--- config.mk ---
export PLATFORM = sky130hd
export DESIGN_NAME = freq_meter
export DESIGN_NICKNAME = d
export VERILOG_FILES = /design/src/rtl/dso_pkg.sv /design/src/rtl/sync_edge.sv /design/src/rtl/freq_meter.sv
export SDC_FILE = /design/constraint.sdc
export NUM_CORES = 1
export LEC_CHECK = 0
export ABC_AREA = 1
export CORE_MARGIN = 5
export CORE_UTILIZATION = 55
export CTS_CLUSTER_DIAMETER = 100
export DETAILED_ROUTE_END_ITERATION = 7
export PLACE_DENSITY = 0.75
export SYNTH_ARGS = -nofsm -noshare
export SYNTH_HDL_FRONTEND = slang
export SYNTH_SLANG_ARGS = --single-unit
--- constraint.sdc ---
create_clock -name clk -period 2.3 [get_ports clk]
set_clock_uncertainty 0.1 [all_clocks]
set_input_delay 0.46 -clock clk [delete_from_list [all_inputs] [get_ports clk]]
set_output_delay 0.46 -clock clk [all_outputs]
set_load 0.02 [all_outputs]
--- src/rtl/dso_pkg.sv ---
// Shared DSO definitions: measurement FSM states
// and the default system clock rate.
package dso_pkg;

  localparam int DSO_CLK_FREQ = 50_000_000;

  typedef enum logic {
    IDLE    = 1'b0,
    MEASURE = 1'b1
  } meas_state_e;

endpackage

--- src/rtl/sync_edge.sv ---
// Synchronizes an asynchronous input and emits a
// one-cycle pulse on each rising edge.
module sync_edge #(
  parameter int SYNC_STAGES = 2
) (
  input  logic clk,
  input  logic rst_n,
  input  logic d_async,
  output logic rise_p
);

  logic [SYNC_STAGES-1:0] sync_q;
  logic                   prev_q;
  logic                   sync_out;

  assign sync_out = sync_q[SYNC_STAGES-1];

  always_ff @(posedge clk or negedge rst_n) begin
    if (!rst_n) begin
      sync_q <= '0;
      prev_q <= 1'b0;
      rise_p <= 1'b0;
    end else begin
      sync_q <= {sync_q[SYNC_STAGES-2:0], d_async};
      prev_q <= sync_out;
      rise_p <= sync_out & ~prev_q;
    end
  end

endmodule

--- src/rtl/freq_meter.sv ---
// Counts rising edges of sig_in over a one-second
// gate and publishes the count in Hz.
module freq_meter
  import dso_pkg::*;
#(
  parameter int CLK_FREQ    = DSO_CLK_FREQ,
  parameter int DATA_WIDTH  = 32,
  parameter int SYNC_STAGES = 2
) (
  input  logic                  clk,
  input  logic                  rst_n,
  input  logic                  en,
  input  logic                  sig_in,
  output logic [DATA_WIDTH-1:0] freq,
  output logic                  freq_vld,
  output logic                  ovf
);

  localparam int GW =
    (CLK_FREQ > 1) ? $clog2(CLK_FREQ) : 1;
  localparam logic [GW-1:0] GATE_LAST =
    GW'(CLK_FREQ - 1);
  localparam logic [DATA_WIDTH-1:0] CNT_MAX = '1;

  meas_state_e           state_q;
  meas_state_e           state_d;
  logic [GW-1:0]         gate_q;
  logic [DATA_WIDTH-1:0] edge_q;
  logic                  sat_q;
  logic                  edge_p;
  logic                  gate_end;
  logic                  edge_full;
  logic                  clr;

  sync_edge #(
    .SYNC_STAGES(SYNC_STAGES)
  ) u_sync (
    .clk    (clk),
    .rst_n  (rst_n),
    .d_async(sig_in),
    .rise_p (edge_p)
  );

  assign gate_end  = (state_q == MEASURE) &&
                     (gate_q == GATE_LAST);
  assign edge_full = (edge_q == CNT_MAX);
  // counters restart at gate end and whenever idle
  assign clr = (state_q == IDLE) ||
               (state_d == IDLE) || gate_end;

  always_comb begin
    state_d = state_q;
    unique case (state_q)
      IDLE:    if (en)  state_d = MEASURE;
      MEASURE: if (!en) state_d = IDLE;
      default:          state_d = IDLE;
    endcase
  end

  always_ff @(posedge clk or negedge rst_n) begin
    if (!rst_n) state_q <= IDLE;
    else        state_q <= state_d;
  end

  always_ff @(posedge clk or negedge rst_n) begin
    if (!rst_n) begin
      gate_q <= '0;
      edge_q <= '0;
      sat_q  <= 1'b0;
    end else if (clr) begin
      gate_q <= '0;
      edge_q <= '0;
      sat_q  <= 1'b0;
    end else begin
      gate_q <= gate_q + GW'(1);
      if (edge_p) begin
        if (edge_full) sat_q  <= 1'b1;
        else           edge_q <= edge_q + DATA_WIDTH'(1);
      end
    end
  end

  always_ff @(posedge clk or negedge rst_n) begin
    if (!rst_n) begin
      freq     <= '0;
      freq_vld <= 1'b0;
      ovf      <= 1'b0;
    end else begin
      freq_vld <= gate_end;
      if (gate_end) begin
        freq <= (edge_p && edge_full) ? CNT_MAX :
                edge_q + DATA_WIDTH'(edge_p);
        ovf  <= sat_q | (edge_p & edge_full);
      end
    end
  end

endmodule
==> impl_metrics.py <==
metrics = {
    "critical_path": {
        "critPathSlowestCell": "dfrtp_2",
        "path_max_fanout": 7,
        "endpoint_kind": "register",
        "arrival_ns": 2.30,
        "cpMostUsedCell": "nand2_1",
        "path_class": "register to register",
        "cp.required_ns": 2.47,
        "startpoint_type": "register",
        "crit_chain": "ha_1 > ha_1 > inv_1 > nor2_2 > nand2_1 > nor2_4 > nand2_1 > nand2_1 > nand3_1 > nand2_1 > nand2_1",
        "crit_path_max_incr_delay_ns": 0.44,
    },
    "floorplan": {
        "num_rows": 38,
        "start_util_pct": 55.8,
        "coreArea_um2": 10700,
        "die_area_um2": 13100,
        "io_pins": 38,
        "die_y_um": 114,
        "dieWidth_um": 114,
    },
    "synthesis": {
        "synth-seq-cells": 98,
        "ys_top_cells_by_count": "nand2_1 (359), nor2_1 (138), nand3_1 (100)",
        "yosysTopAreaCell": "dfrtp_1",
        "synth-edff-count": 0,
        "synth.area.top_cells": "dfrtp_1 (41%), nand2_1 (22%), nor2_1 (8.6%), nand3_1 (8.3%), inv_1 (4.0%)",
        "synth_area_um2": 6000,
        "synthesis.nets": 895,
        "yosysSeqAreaShare_pct": 40.9,
        "yosys_warnings": 0,
        "synthMuxAreaShare_pct": 0,
        "syn_inst": 887,
        "synth.most_common_cell": "nand2_1",
        "avgSynthCellArea_um2": 6.76,
        "synth_top_area_share_pct": 40.9,
        "ys_types": 32,
        "synth_top_family_by_area": "simple AND/OR/NAND/NOR gates",
        "synthSimpleGateAreaFrac_pct": 45.6,
        "synth-adder-area-share_pct": 0.834,
        "synth_xor_area_share_pct": 4.53,
        "async_flop_share_pct": 100,
        "synth_compound_area_share_pct": 1.48,
        "synth_flop_cell": "dfrtp_1",
    },
    "global_routing": {
        "antenna_found_initial": 0,
        "gr-total-overflow": 0,
        "grt_use_total_pct": 25.0,
        "grt_start_max_net_pins": 51,
        "grt_pass1_wl_um": 26100,
        "grt_pass1_vias": 5144,
    },
    "clock_network": {
        "cts_setup_buffers": 0,
        "clk_latency_ns": 0.37,
        "clockBufferDepth": 2,
        "cts_tree": "built",
        "cts_root_buf": "clkbuf_8",
        "cts_buffers": 9,
        "clkSinkCount": 98,
        "cts_max_level": 3,
        "clk_pin_slew_ns": 0.09,
    },
    "timing": {
        "fmax_mhz": 470,
        "worst_pin_slew_ns": 0.492,
        "relSlewSlack_pct": 67.0,
        "grt_setup_unrepaired": "no",
        "timing.final.max_slew_violations": 0,
        "final.setup.tns_ns": 0,
        "finalHoldViolCount": 0,
        "fin_crit_sh_pct": 92.6,
        "finalCriticalPeriod_ns": 2.13,
        "setup_viol": 0,
    },
    "layout": {
        "final_area_um2": 6830,
        "antennaDiodeCount": 0,
        "syn2layout_area_growth_pct": 13.8,
        "layout-drive-gt1-share_pct": 7.72,
        "nFillCells": 1018,
        "fin_nets": 949,
    },
    "placement": {
        "dpl.hpwl_um": 11600,
        "port_buffers": 37,
        "place.gp.congestion": 0.975,
        "placedInstanceArea_um2": 6640,
    },
    "job": {
        "maxCapViolCount": 0,
    },
    "route": {
        "drt_first_pass_iters": 6,
        "antenna_left": 0,
        "wire_per_inst_um": 14.4,
        "drc": 0,
        "drt-total-wl_um": 15600,
        "drt-vias-per-instance": 5.31,
        "drtIter0Drc": 786,
        "dr_total_vias": 5756,
    },
    "power_and_ir_drop": {
        "vdd_drop_max_mv": 0.267,
        "p_leak_nw": 3.22,
        "p_per_area_nw_per_um2": 421,
    },
    "run_status": {
        "status": "complete, no violations",
    },
    "worst_hold_path": {
        "hp-class": "register to register",
    },
}
-- per-stage QoR --
stage | worst slack [ns] | hold slack [ns] | utilization (%) | power, mW | std cells
floorplan | 0.355 | 0.0644 | - | 1.82 | 887
global placement | 0.173 | 0.242 | 61.8 | 1.90 | 1068
detailed placement | 0.0957 | 0.240 | 61.8 | 1.89 | 1068
CTS | 0.0684 | 0.264 | 63.4 | 2.91 | 1084
global route | 0.00710 | 0.262 | 63.5 | 3.01 | 1085
finish | 0.170 | 0.256 | 63.5 | 2.87 | 1085
-- layout make-up --
| type | instances | area [µm²] | share of cell area, % |
|---|---|---|---|
| clock inverters | 2 | 13.8 | 0.202 |
| flip-flops and latches | 98 | 2450 | 35.9 |
| multi-input cells | 699 | 3160 | 46.3 |
| inverters | 68 | 255 | 3.74 |
| well taps | 140 | 175 | 2.57 |
| clock buffers | 13 | 149 | 2.18 |
| repair buffers | 65 | 618 | 9.05 |
-- kinds of logic (layout without fill, tap and decap cells) --
family / Yosys count / in the layout
xor+xnor: 31 / 31
simple gates: 649 / 650
compound gates: 14 / 14
buf+inv: 91 / 148
flops: 98 / 98
fa+ha+maj: 4 / 4
-- metal layers --
layer / track usage [%] / up-vias / wire length, µm
li1: - / 2871 / -
met1: 40.9 / 2588 / 7720
met2: 33.1 / 266 / 6230
met3: 3.59 / 31 / 1370
met4: 8.47 / 0 / 301
met5: 0 / - / 0
-- state kept, by name (all words and copies together), names as in the netlist --
register	count
edge_q	32
u_sync.rise_p	1
freq_vld	1
state_q	1
u_sync.prev_q	1
gate_q	26
sat_q	1
ovf	1
freq	32
u_sync.sync_q	2
-- power by group --
group	total [mW]	switching (mW)	internal [mW]
combinational	0.128	0.0944	0.0333
clock	1.01	0.592	0.420
sequential	1.73	0.00578	1.73
total	2.87	0.692	2.18
-- path summary, 6_finish.rpt --
path	from	endpoint	slack [ns]	cells after the start
setup / recovery	edge_q[0]	freq[22]	0.17	11
setup reg to reg	edge_q[0]	freq[22]	0.17	11
hold reg to reg	u_sync.sync_q[0]	u_sync.sync_q[1]	0.26	0
max in group asynchronous	rst_n	freq[30]	1.02	3
min in group asynchronous	rst_n	gate_q[6]	0.46	2
hold / removal	u_sync.sync_q[0]	u_sync.sync_q[1]	0.26	0
-- critical path, delay by kind of cell (launching register included) --
kind                       cells  cell delay (ns)
buffers and inverters          1             0.09
and+or+nand+nor                8             0.92
DFF                            1             0.44
adders and majority gates      2             0.48
-- layout by cell type (no fill, tap or decap), types with 4 or more instances in the layout --
cell type / n
nor2_4: 6
nor3_1: 12
buf_4: 25
xor2_1: 21
nor3b_1: 4
nand2_2: 6
ha_1: 4
nor2_1: 138
xnor2_1: 10
clkdlybuf4s50_1: 36
nand3_1: 100
nand4_1: 7
nand2_1: 359
clkbuf_8: 10
inv_1: 64
inv_2: 4
o21ai_0: 7
dfrtp_1: 97
nor2_2: 8
-- timing repair --
action | 4_1_cts | 5_1_grt
setup endpoints to repair | 0 | 48
hold endpoints to repair | 28 | 0
hold buffers | 1 | 0
resized for setup | 0 | 2
(Power assumes the default switching activity.)
